$ cat src/rtl/qdriip_traffic_gen.sv
// rtl/qdriip_traffic_gen.sv - QDRII+ user-port traffic generator: writes a seeded pattern, reads it back, checks it.
module qdriip_traffic_gen #(
    parameter int          NUM_WRITES   = 10,
    parameter int          ADDR_WIDTH   = 22,
    parameter int          DATA_WIDTH   = 72,
    parameter int          START_ADDR   = 0,
    parameter logic [15:0] PATTERN_SEED = 16'hA5C3,
    parameter int          WR_TO_RD_GAP = 32,
    parameter int          RD_TIMEOUT   = 1024
) (
    input  logic                  clk,
    input  logic                  rst,
    input  logic                  init_calib_complete,
    output logic                  app_wr_cmd0,
    output logic [ADDR_WIDTH-1:0] app_wr_addr0,
    output logic [DATA_WIDTH-1:0] app_wr_data0,
    output logic [7:0]            app_wr_bw_n0,
    output logic                  app_rd_cmd0,
    output logic [ADDR_WIDTH-1:0] app_rd_addr0,
    input  logic                  app_rd_valid0,
    input  logic [DATA_WIDTH-1:0] app_rd_data0,
    output logic                  done,
    output logic                  pass,
    output logic                  timeout,
    output logic [15:0]           err_count,
    output logic [15:0]           first_err_idx
);

    typedef enum logic [2:0] {
        S_IDLE, S_WRITE, S_GAP, S_READ, S_WAIT_DATA, S_DONE
    } state_t;

    localparam logic [15:0]           NUM_BURSTS = 16'(NUM_WRITES);
    localparam logic [15:0]           LAST_IDX   = 16'(NUM_WRITES - 1);
    localparam logic [7:0]            GAP_LAST   = 8'(WR_TO_RD_GAP - 1);
    localparam logic [15:0]           TMO_LAST   = 16'(RD_TIMEOUT - 1);
    localparam logic [ADDR_WIDTH-1:0] BASE_ADDR  = ADDR_WIDTH'(START_ADDR);
    localparam logic [15:0]           NO_ERR_IDX = 16'hFFFF;

    function automatic logic [DATA_WIDTH-1:0] pattern(input logic [15:0] idx);
        logic [DATA_WIDTH-1:0] p;
        p = '0;
        for (int b = 0; b < DATA_WIDTH / 18; b++) begin
            p[18*b +: 18] = {2'(b), idx ^ PATTERN_SEED};
        end
        return p;
    endfunction

    state_t                state_q, state_d;
    logic [15:0]           cmd_idx_q, cmd_idx_d;
    logic [7:0]            gap_cnt_q, gap_cnt_d;
    logic [15:0]           tmo_cnt_q, tmo_cnt_d;
    logic [15:0]           rcv_cnt_q, rcv_cnt_d;
    logic                  wr_cmd_q, wr_cmd_d;
    logic [ADDR_WIDTH-1:0] wr_addr_q, wr_addr_d;
    logic [DATA_WIDTH-1:0] wr_data_q, wr_data_d;
    logic [7:0]            bw_n_q, bw_n_d;
    logic                  rd_cmd_q, rd_cmd_d;
    logic [ADDR_WIDTH-1:0] rd_addr_q, rd_addr_d;
    logic                  done_q, done_d;
    logic                  pass_q, pass_d;
    logic                  timeout_q, timeout_d;
    logic [15:0]           err_cnt_q, err_cnt_d;
    logic [15:0]           first_err_q, first_err_d;
    logic                  err_bump;

    always_comb begin
        state_d     = state_q;
        cmd_idx_d   = cmd_idx_q;
        gap_cnt_d   = gap_cnt_q;
        tmo_cnt_d   = tmo_cnt_q;
        rcv_cnt_d   = rcv_cnt_q;
        wr_cmd_d    = 1'b0;
        wr_addr_d   = wr_addr_q;
        wr_data_d   = wr_data_q;
        bw_n_d      = bw_n_q;
        rd_cmd_d    = 1'b0;
        rd_addr_d   = rd_addr_q;
        done_d      = done_q;
        pass_d      = pass_q;
        timeout_d   = timeout_q;
        err_cnt_d   = err_cnt_q;
        first_err_d = first_err_q;
        err_bump    = 1'b0;

        // cmd_idx_q doubles as the issued-read count while reading or waiting
        if ((state_q == S_READ || state_q == S_WAIT_DATA) && app_rd_valid0) begin
            if (rcv_cnt_q < cmd_idx_q) begin
                if (app_rd_data0 != pattern(rcv_cnt_q)) begin
                    err_bump = 1'b1;
                    if (first_err_q == NO_ERR_IDX) begin
                        first_err_d = rcv_cnt_q;
                    end
                end
                rcv_cnt_d = rcv_cnt_q + 16'd1;
            end else begin
                err_bump = 1'b1;
            end
        end
        if (err_bump && err_cnt_q != 16'hFFFF) begin
            err_cnt_d = err_cnt_q + 16'd1;
        end

        case (state_q)
            S_IDLE: begin
                if (init_calib_complete) begin
                    state_d   = S_WRITE;
                    cmd_idx_d = '0;
                end
            end
            S_WRITE: begin
                wr_cmd_d  = 1'b1;
                wr_addr_d = BASE_ADDR + ADDR_WIDTH'(cmd_idx_q);
                wr_data_d = pattern(cmd_idx_q);
                bw_n_d    = 8'h00;
                if (cmd_idx_q == LAST_IDX) begin
                    state_d   = S_GAP;
                    cmd_idx_d = '0;
                    gap_cnt_d = '0;
                end else begin
                    cmd_idx_d = cmd_idx_q + 16'd1;
                end
            end
            S_GAP: begin
                if (gap_cnt_q == GAP_LAST) begin
                    state_d   = S_READ;
                    rcv_cnt_d = '0;
                end else begin
                    gap_cnt_d = gap_cnt_q + 8'd1;
                end
            end
            S_READ: begin
                rd_cmd_d  = 1'b1;
                rd_addr_d = BASE_ADDR + ADDR_WIDTH'(cmd_idx_q);
                cmd_idx_d = cmd_idx_q + 16'd1;
                if (cmd_idx_q == LAST_IDX) begin
                    state_d   = S_WAIT_DATA;
                    tmo_cnt_d = '0;
                end
            end
            S_WAIT_DATA: begin
                // err_cnt_d so a stray arriving on the final cycle is reflected in pass
                if (rcv_cnt_q == NUM_BURSTS || timeout_q) begin
                    state_d = S_DONE;
                    done_d  = 1'b1;
                    pass_d  = (err_cnt_d == 16'd0) && !timeout_q;
                end else if (app_rd_valid0) begin
                    tmo_cnt_d = '0;
                end else begin
                    tmo_cnt_d = tmo_cnt_q + 16'd1;
                    if (tmo_cnt_q == TMO_LAST) begin
                        timeout_d = 1'b1;
                    end
                end
            end
            S_DONE: begin
            end
            default: state_d = S_IDLE;
        endcase
    end

    always_ff @(posedge clk) begin
        if (rst) begin
            state_q     <= S_IDLE;
            cmd_idx_q   <= '0;
            gap_cnt_q   <= '0;
            tmo_cnt_q   <= '0;
            rcv_cnt_q   <= '0;
            wr_cmd_q    <= 1'b0;
            wr_addr_q   <= '0;
            wr_data_q   <= '0;
            bw_n_q      <= 8'hFF;
            rd_cmd_q    <= 1'b0;
            rd_addr_q   <= '0;
            done_q      <= 1'b0;
            pass_q      <= 1'b0;
            timeout_q   <= 1'b0;
            err_cnt_q   <= '0;
            first_err_q <= NO_ERR_IDX;
        end else begin
            state_q     <= state_d;
            cmd_idx_q   <= cmd_idx_d;
            gap_cnt_q   <= gap_cnt_d;
            tmo_cnt_q   <= tmo_cnt_d;
            rcv_cnt_q   <= rcv_cnt_d;
            wr_cmd_q    <= wr_cmd_d;
            wr_addr_q   <= wr_addr_d;
            wr_data_q   <= wr_data_d;
            bw_n_q      <= bw_n_d;
            rd_cmd_q    <= rd_cmd_d;
            rd_addr_q   <= rd_addr_d;
            done_q      <= done_d;
            pass_q      <= pass_d;
            timeout_q   <= timeout_d;
            err_cnt_q   <= err_cnt_d;
            first_err_q <= first_err_d;
        end
    end

    assign app_wr_cmd0   = wr_cmd_q;
    assign app_wr_addr0  = wr_addr_q;
    assign app_wr_data0  = wr_data_q;
    assign app_wr_bw_n0  = bw_n_q;
    assign app_rd_cmd0   = rd_cmd_q;
    assign app_rd_addr0  = rd_addr_q;
    assign done          = done_q;
    assign pass          = pass_q;
    assign timeout       = timeout_q;
    assign err_count     = err_cnt_q;
    assign first_err_idx = first_err_q;

endmodule

$ cat config.mk
export PLATFORM = sky130hd
export DESIGN_NAME = qdriip_traffic_gen
export DESIGN_NICKNAME = d
export VERILOG_FILES = /design/src/rtl/qdriip_traffic_gen.sv
export SDC_FILE = /design/constraint.sdc
export NUM_CORES = 1
export LEC_CHECK = 0
export CAP_MARGIN = 20
export CORE_MARGIN = 2
export CORE_UTILIZATION = 51
export DETAILED_ROUTE_END_ITERATION = 6
export GPL_ROUTABILITY_DRIVEN = 1
export PLACE_DENSITY_LB_ADDON = 0.2
export SYNTH_ARGS = -nofsm -noshare
export SYNTH_HDL_FRONTEND = slang
export SYNTH_SLANG_ARGS = --single-unit
$ cat constraint.sdc
create_clock -name clk -period 4.8 [get_ports clk]
set_input_delay 0.96 -clock clk [delete_from_list [all_inputs] [get_ports clk]]
set_output_delay 0.96 -clock clk [all_outputs]
set_load 0.005 [all_outputs]
======== After elaboration in Yosys (flattened, before gate mapping) ========
Index checks and enable logic that the tools add are counted.
word-level totals
  input port bits ......................... 76
  flip-flop bits (word level) ............. 203
cells by class
  equality and inequality tests ........... 19
  $lt $le $gt $ge ......................... 1
  bitwise gates (word level) .............. 5
  reductions and logical operators ........ 18
  multiplexer cells ....................... 26
  $add $sub $neg .......................... 5
operators with widths
  operator                 number
  $mux W16                 10
  $ne A72 B72 Y1           1
  $add A16 B1 Y16 const B  4
  $pmux W16 S3             1
  $eq A16 B4 Y1 const B    2
  $pmux W16 S2             1
  $pmux W3 S6              1
  $eq A16 B10 Y1 const B   1
  $eq A16 B16 Y1 const B   1
  $logic_not A16 Y1        1
  $lt A16 B16 Y1           1
  $mux W8                  2
  $ne A16 B16 Y1 const B   1
  $not A8 Y8               2
  $pmux W8 S2              1
  $mux W3                  5
  $ne A2 B2 Y1 const B     5
  $add A8 B1 Y8 const B    1
  $eq A8 B5 Y1 const B     1
  $reduce_and A4 Y1        2
  $eq A3 B2 Y1 const B     2
  $eq A3 B3 Y1 const B     2
  $reduce_and A3 Y1        2
  $reduce_and A6 Y1        1
  11 further kinds         23

======== Depth between registers and ports, before layout ========
  depth after elaboration ................. 9
  depth in mapped cells ................... 12

======== Worst setup path before layout ========
No wires, ideal clock.
  path type ............................... input -> register
  start ................................... input app_rd_data0[17]
  end ..................................... register pass_q, in the netlist pass
  cell stages on the path ................. 9
  path buffers ............................ 1
  required time ........................... 4.716 ns
  data arrival time ....................... 3.274 ns
  path slack .............................. 1.442 ns
  path through ............................ or4b_4 -> a2111oi_4 -> nand4_2 -> a2111oi_4 -> buf_6 -> o21ai_2 -> a2111oi_4 -> o2111ai_1 -> o31ai_2
between the ends
  cells in the longest elaborated chain, start to end .. 8
ends and longest elaborated chain
  element                 RTL line  source
  start: declaration      21        input logic [DATA_WIDTH-1:0] app_rd_data0,
  $ne A72 B72 Y1          89        if (app_rd_data0 != pattern(rcv_cnt_q)) begin
  $mux W1                 89
  $mux W1                 88        if (rcv_cnt_q < cmd_idx_q) begin
  $mux W1                 87        if ((state_q == S_READ || state_q == S_WAIT_DATA) && app_rd_valid0) begin
  $logic_and A1 B1 Y1     100       if (err_bump && err_cnt_q != 16'hFFFF) begin
  $mux W16                100
  $logic_not A16 Y1       146       pass_d = (err_cnt_d == 16'd0) && !timeout_q;
  $logic_and A1 B1 Y1     146
  end signal: assignment  193       pass_q <= pass_d;
  end: declaration        61        logic pass_q, pass_d;
No other way between the ends.
A chain may end at the register's enable or synchronous reset.

======== Worst setup path after layout ========
  start ................................... register state_q[0]
  end ..................................... register first_err_q[11], in the netlist first_err_idx[11]
between the ends
  cells in the longest elaborated chain, start to end .. 4
  elaborated cells between the ends (all ways) .. 5
ends and longest elaborated chain
  element                                       RTL line  source
  start: declaration                            49        state_t state_q, state_d;
  start signal: assignment                      181       state_q <= state_d;
  $eq A3 B2 Y1 or $eq A3 B3 Y1 (tied branches)  87
  $logic_or A1 B1 Y1 (*)                        87
  $logic_and A1 B1 Y1 (*)                       87
  $reduce_and A4 Y1 (no source line) (*)        n/a
  end signal: assignment                        196       first_err_q <= first_err_d;
  end: declaration                              64        logic [15:0] first_err_q, first_err_d;
Every way passes the cells marked *; elsewhere a longest branch is shown, timed or not.

==> results.ini <==
[status]
status=complete, no violations

[cells_and_area]
final_util=0.686
final_nets=1181
regArea_um2=2760
multi_input_area_um2=4050
fillerInstances=1186
n_antenna_cell=0
drive_above_1_share=0.0484
area_delta_synth_final_pct=30.9
fin_area_um2=10000
stdcell_count=1280

[placed_design]
place.port_buffers=220
placed_cells=1248
place_congestion=0.858
dp_hpwl_mm=14.3
dpl-instance-area_um2=9340

[grt]
overflow=0
grt_pass1_vias=6291
grt_first_pass_wirelength_mm=31.1
grt_usage=0.238
antenna_found_initial=0
grt_max_degree=55

[sta]
rsz0062_at_grt=false
drv_slew=0
setup_viol=0
fin_setup_tns_ns=0
finClkSkew_ns=0.00787
period_needed_ns=3.82
fmax_mhz=262
worstMarginPinSlew_ns=1.04
min_period_over_period=0.796
hold_violations=0
slew_headroom=0.303

[critical_path]
startpoint_type=flip-flop
cp_max_fo=17
critPathRequiredTime_ns=5.10
end_kind=flip-flop
startpoint=state_q[0]
timing.rr.start=state_q[0]
timing.rr.end=first_err_idx[11]
setup.worst_path.class=reg -> reg
cp_common_cell=o21ai_0
reg2reg_depth=7
cp_cell_sequence=nor2b_2 -> and2_1 -> o21ai_0 -> a211oi_1 -> o211ai_1 -> o21ai_0 -> nand2b_1
critPathCapture=first_err_idx[11]
critPathMaxStageDelay_ns=0.89
cp_top_family=compound AO/OA/AOI/OAI gates
cp_num_buf_inv=0
reg2reg_slack_ns=0.98
crit_cells=7
critPathSlowestCell=a211oi_1
arrival_ns=4.12

[power_and_ir_drop]
vdd_drop_max_v=0.000251
cellPowerDensity_nw_per_um2=283
leakagePower_nw=3.63
p_total_mw=2.84

[synthesis]
synth_top_area_cell=dfxtp_1
ys.flop_type=dfxtp_1
synth-seq-area-share=0.361
synth.distinct_cells=64
syn_area_per_cell_um2=8.02
netlist.area_leader.share=0.361
ys_ff_latch=138
synth-edff-count=0
ys_top_cells_by_area=dfxtp_1 (36%), buf_4 (8.0%), nand2_1 (5.6%)
syn_area_um2=7650
synth_cells=954
synthTopCellsByCount=dfxtp_1 (138), nand2_1 (115), nor2_1 (111), buf_4 (82), a21oi_1 (57)
async_flop_share=0
synth_warnings=0
yosysMostFrequentCell=dfxtp_1

[routing]
drc=0
drtIter0Drc=489
routed_via_density=5.43
via_count=6948
routed_wirelength_mm=19.4
ant_nets=0
wl_per_cell_um=15.1
firstDrtPassIters=5

[clock_network]
cts-root-buf=clkbuf_16
clk_pin_slew_ns=0.06
clkLatencyLatePin_ns=0.41
cts_sinks=138
h-tree-depth=4
ctsResizeCount=0
cts_buffers=17
cts_setup_buffers=0
ctsLongestPathBuffers=2
ctsHoldBuffers=0
cts_tree=built

[floorplanning]
dieArea_um2=16000
core.rowCount=44
start_util=0.524
fp.dieH_um=126
die_x_um=126
boundaryPins=237
core_region_area_um2=14600

[worst_hold_path]
hold_class=reg -> reg

[job]
max_cap_viol_count=0

==> worst min path at each step <==
| stage | from | end | cells past startpoint |
|---|---|---|---|
| after floorplan | tmo_cnt_q[6] | tmo_cnt_q[6] | 1 |
| after global placement | app_rd_addr0[1] | app_rd_addr0[1] | 2 |
| after detailed placement | app_wr_addr0[8] | app_wr_addr0[8] | 2 |
| after CTS | app_wr_addr0[8] | app_wr_addr0[8] | 2 |
| after global routing | app_wr_addr0[10] | app_wr_addr0[10] | 2 |
| final | app_wr_addr0[13] | app_wr_addr0[13] | 2 |
==> layout by cell type, fill, tap and decap left out, types with 21 or more instances in the layout <==
cell type,netlist,layout
clkdlybuf4s50_1,0,219
dfxtp_1,138,138
nand2_1,115,115
nor2_1,111,110
a21oi_1,57,57
xnor2_1,40,40
xor2_1,38,38
o21ai_0,33,33
nand2b_1,28,28
nor3_1,28,28
nand4_1,27,27
nand3_1,27,27
ha_1,22,22
inv_1,21,21
==> registers in the layout, summed over array words and instances (netlist names), 3 cells and up <==
register and cells:
app_wr_data0 17, app_rd_addr0 16, cmd_idx_q 16, err_count 16, first_err_idx 16, rcv_cnt_q 16, tmo_cnt_q 16, app_wr_addr0 8
gap_cnt_q 8, state_q 3
==> worst register-to-register path: stages, from the launching register on <==
cell and delay (ns):
dfxtp_1 0.53, nor2b_2 0.27, and2_1 0.57, o21ai_0 0.36, a211oi_1 0.89, o211ai_1 0.65, o21ai_0 0.35, nand2b_1 0.09
==> routing by layer <==
| metal | vias to the layer above | GRT usage | share of wire |
|---|---|---|---|
| met1 | 3197 | 0.300 | 0.44 |
| li1 | 3433 | - | - |
| met4 | 0 | 0.0789 | 0.019 |
| met2 | 288 | 0.402 | 0.48 |
| met5 | - | 0 | 0 |
| met3 | 30 | 0.0578 | 0.069 |
==> cells by family (layout without fill, tap and decap cells) <==
group                    count (synthesis)  count (layout)  synth area share
XOR/XNOR                                78              78            0.0893
adder cells (fa/ha/maj)                 22              22            0.0360
flip-flops                             138             138             0.361
AND/OR/NAND/NOR                        417             417             0.269
buffers and inverters                  149             276             0.117
other                                    1              16          0.000490
AO/OA/AOI/OAI                          143             143             0.119
multiplexers                             6               6           0.00785
==> report_power, final <==
group | leakage [nW] | internal, mW | total [mW] | switching [mW]
clock | 0.329 | 0.976 | 1.46 | 0.488
sequential | 1.12 | 1.16 | 1.17 | 0.0132
combinational | 2.18 | 0.126 | 0.205 | 0.0794
total | 3.63 | 2.26 | 2.84 | 0.581
==> through the flow <==
| step | worst slack [ns] | hold WS, ns |
|---|---|---|
| after CTS | 1.01 | 0.456 |
| after detailed placement | 0.635 | 0.448 |
| after floorplan | 1.44 | 0.442 |
| after global placement | 0.669 | 0.442 |
| after global routing | 0.550 | 0.474 |
| final | 0.979 | 0.454 |
==> area by class of cell <==
| class | instances | area share |
|---|---|---|
| Sequential cell | 138 | 0.276 |
| Inverter | 21 | 0.00787 |
| Multi-Input combinational cell | 682 | 0.405 |
| Clock buffer | 21 | 0.0480 |
| Clock inverter | 11 | 0.0190 |
| Tap cell | 184 | 0.0230 |
| Timing Repair Buffer | 223 | 0.222 |
Note: power is estimated with default switching activity, not from simulation.
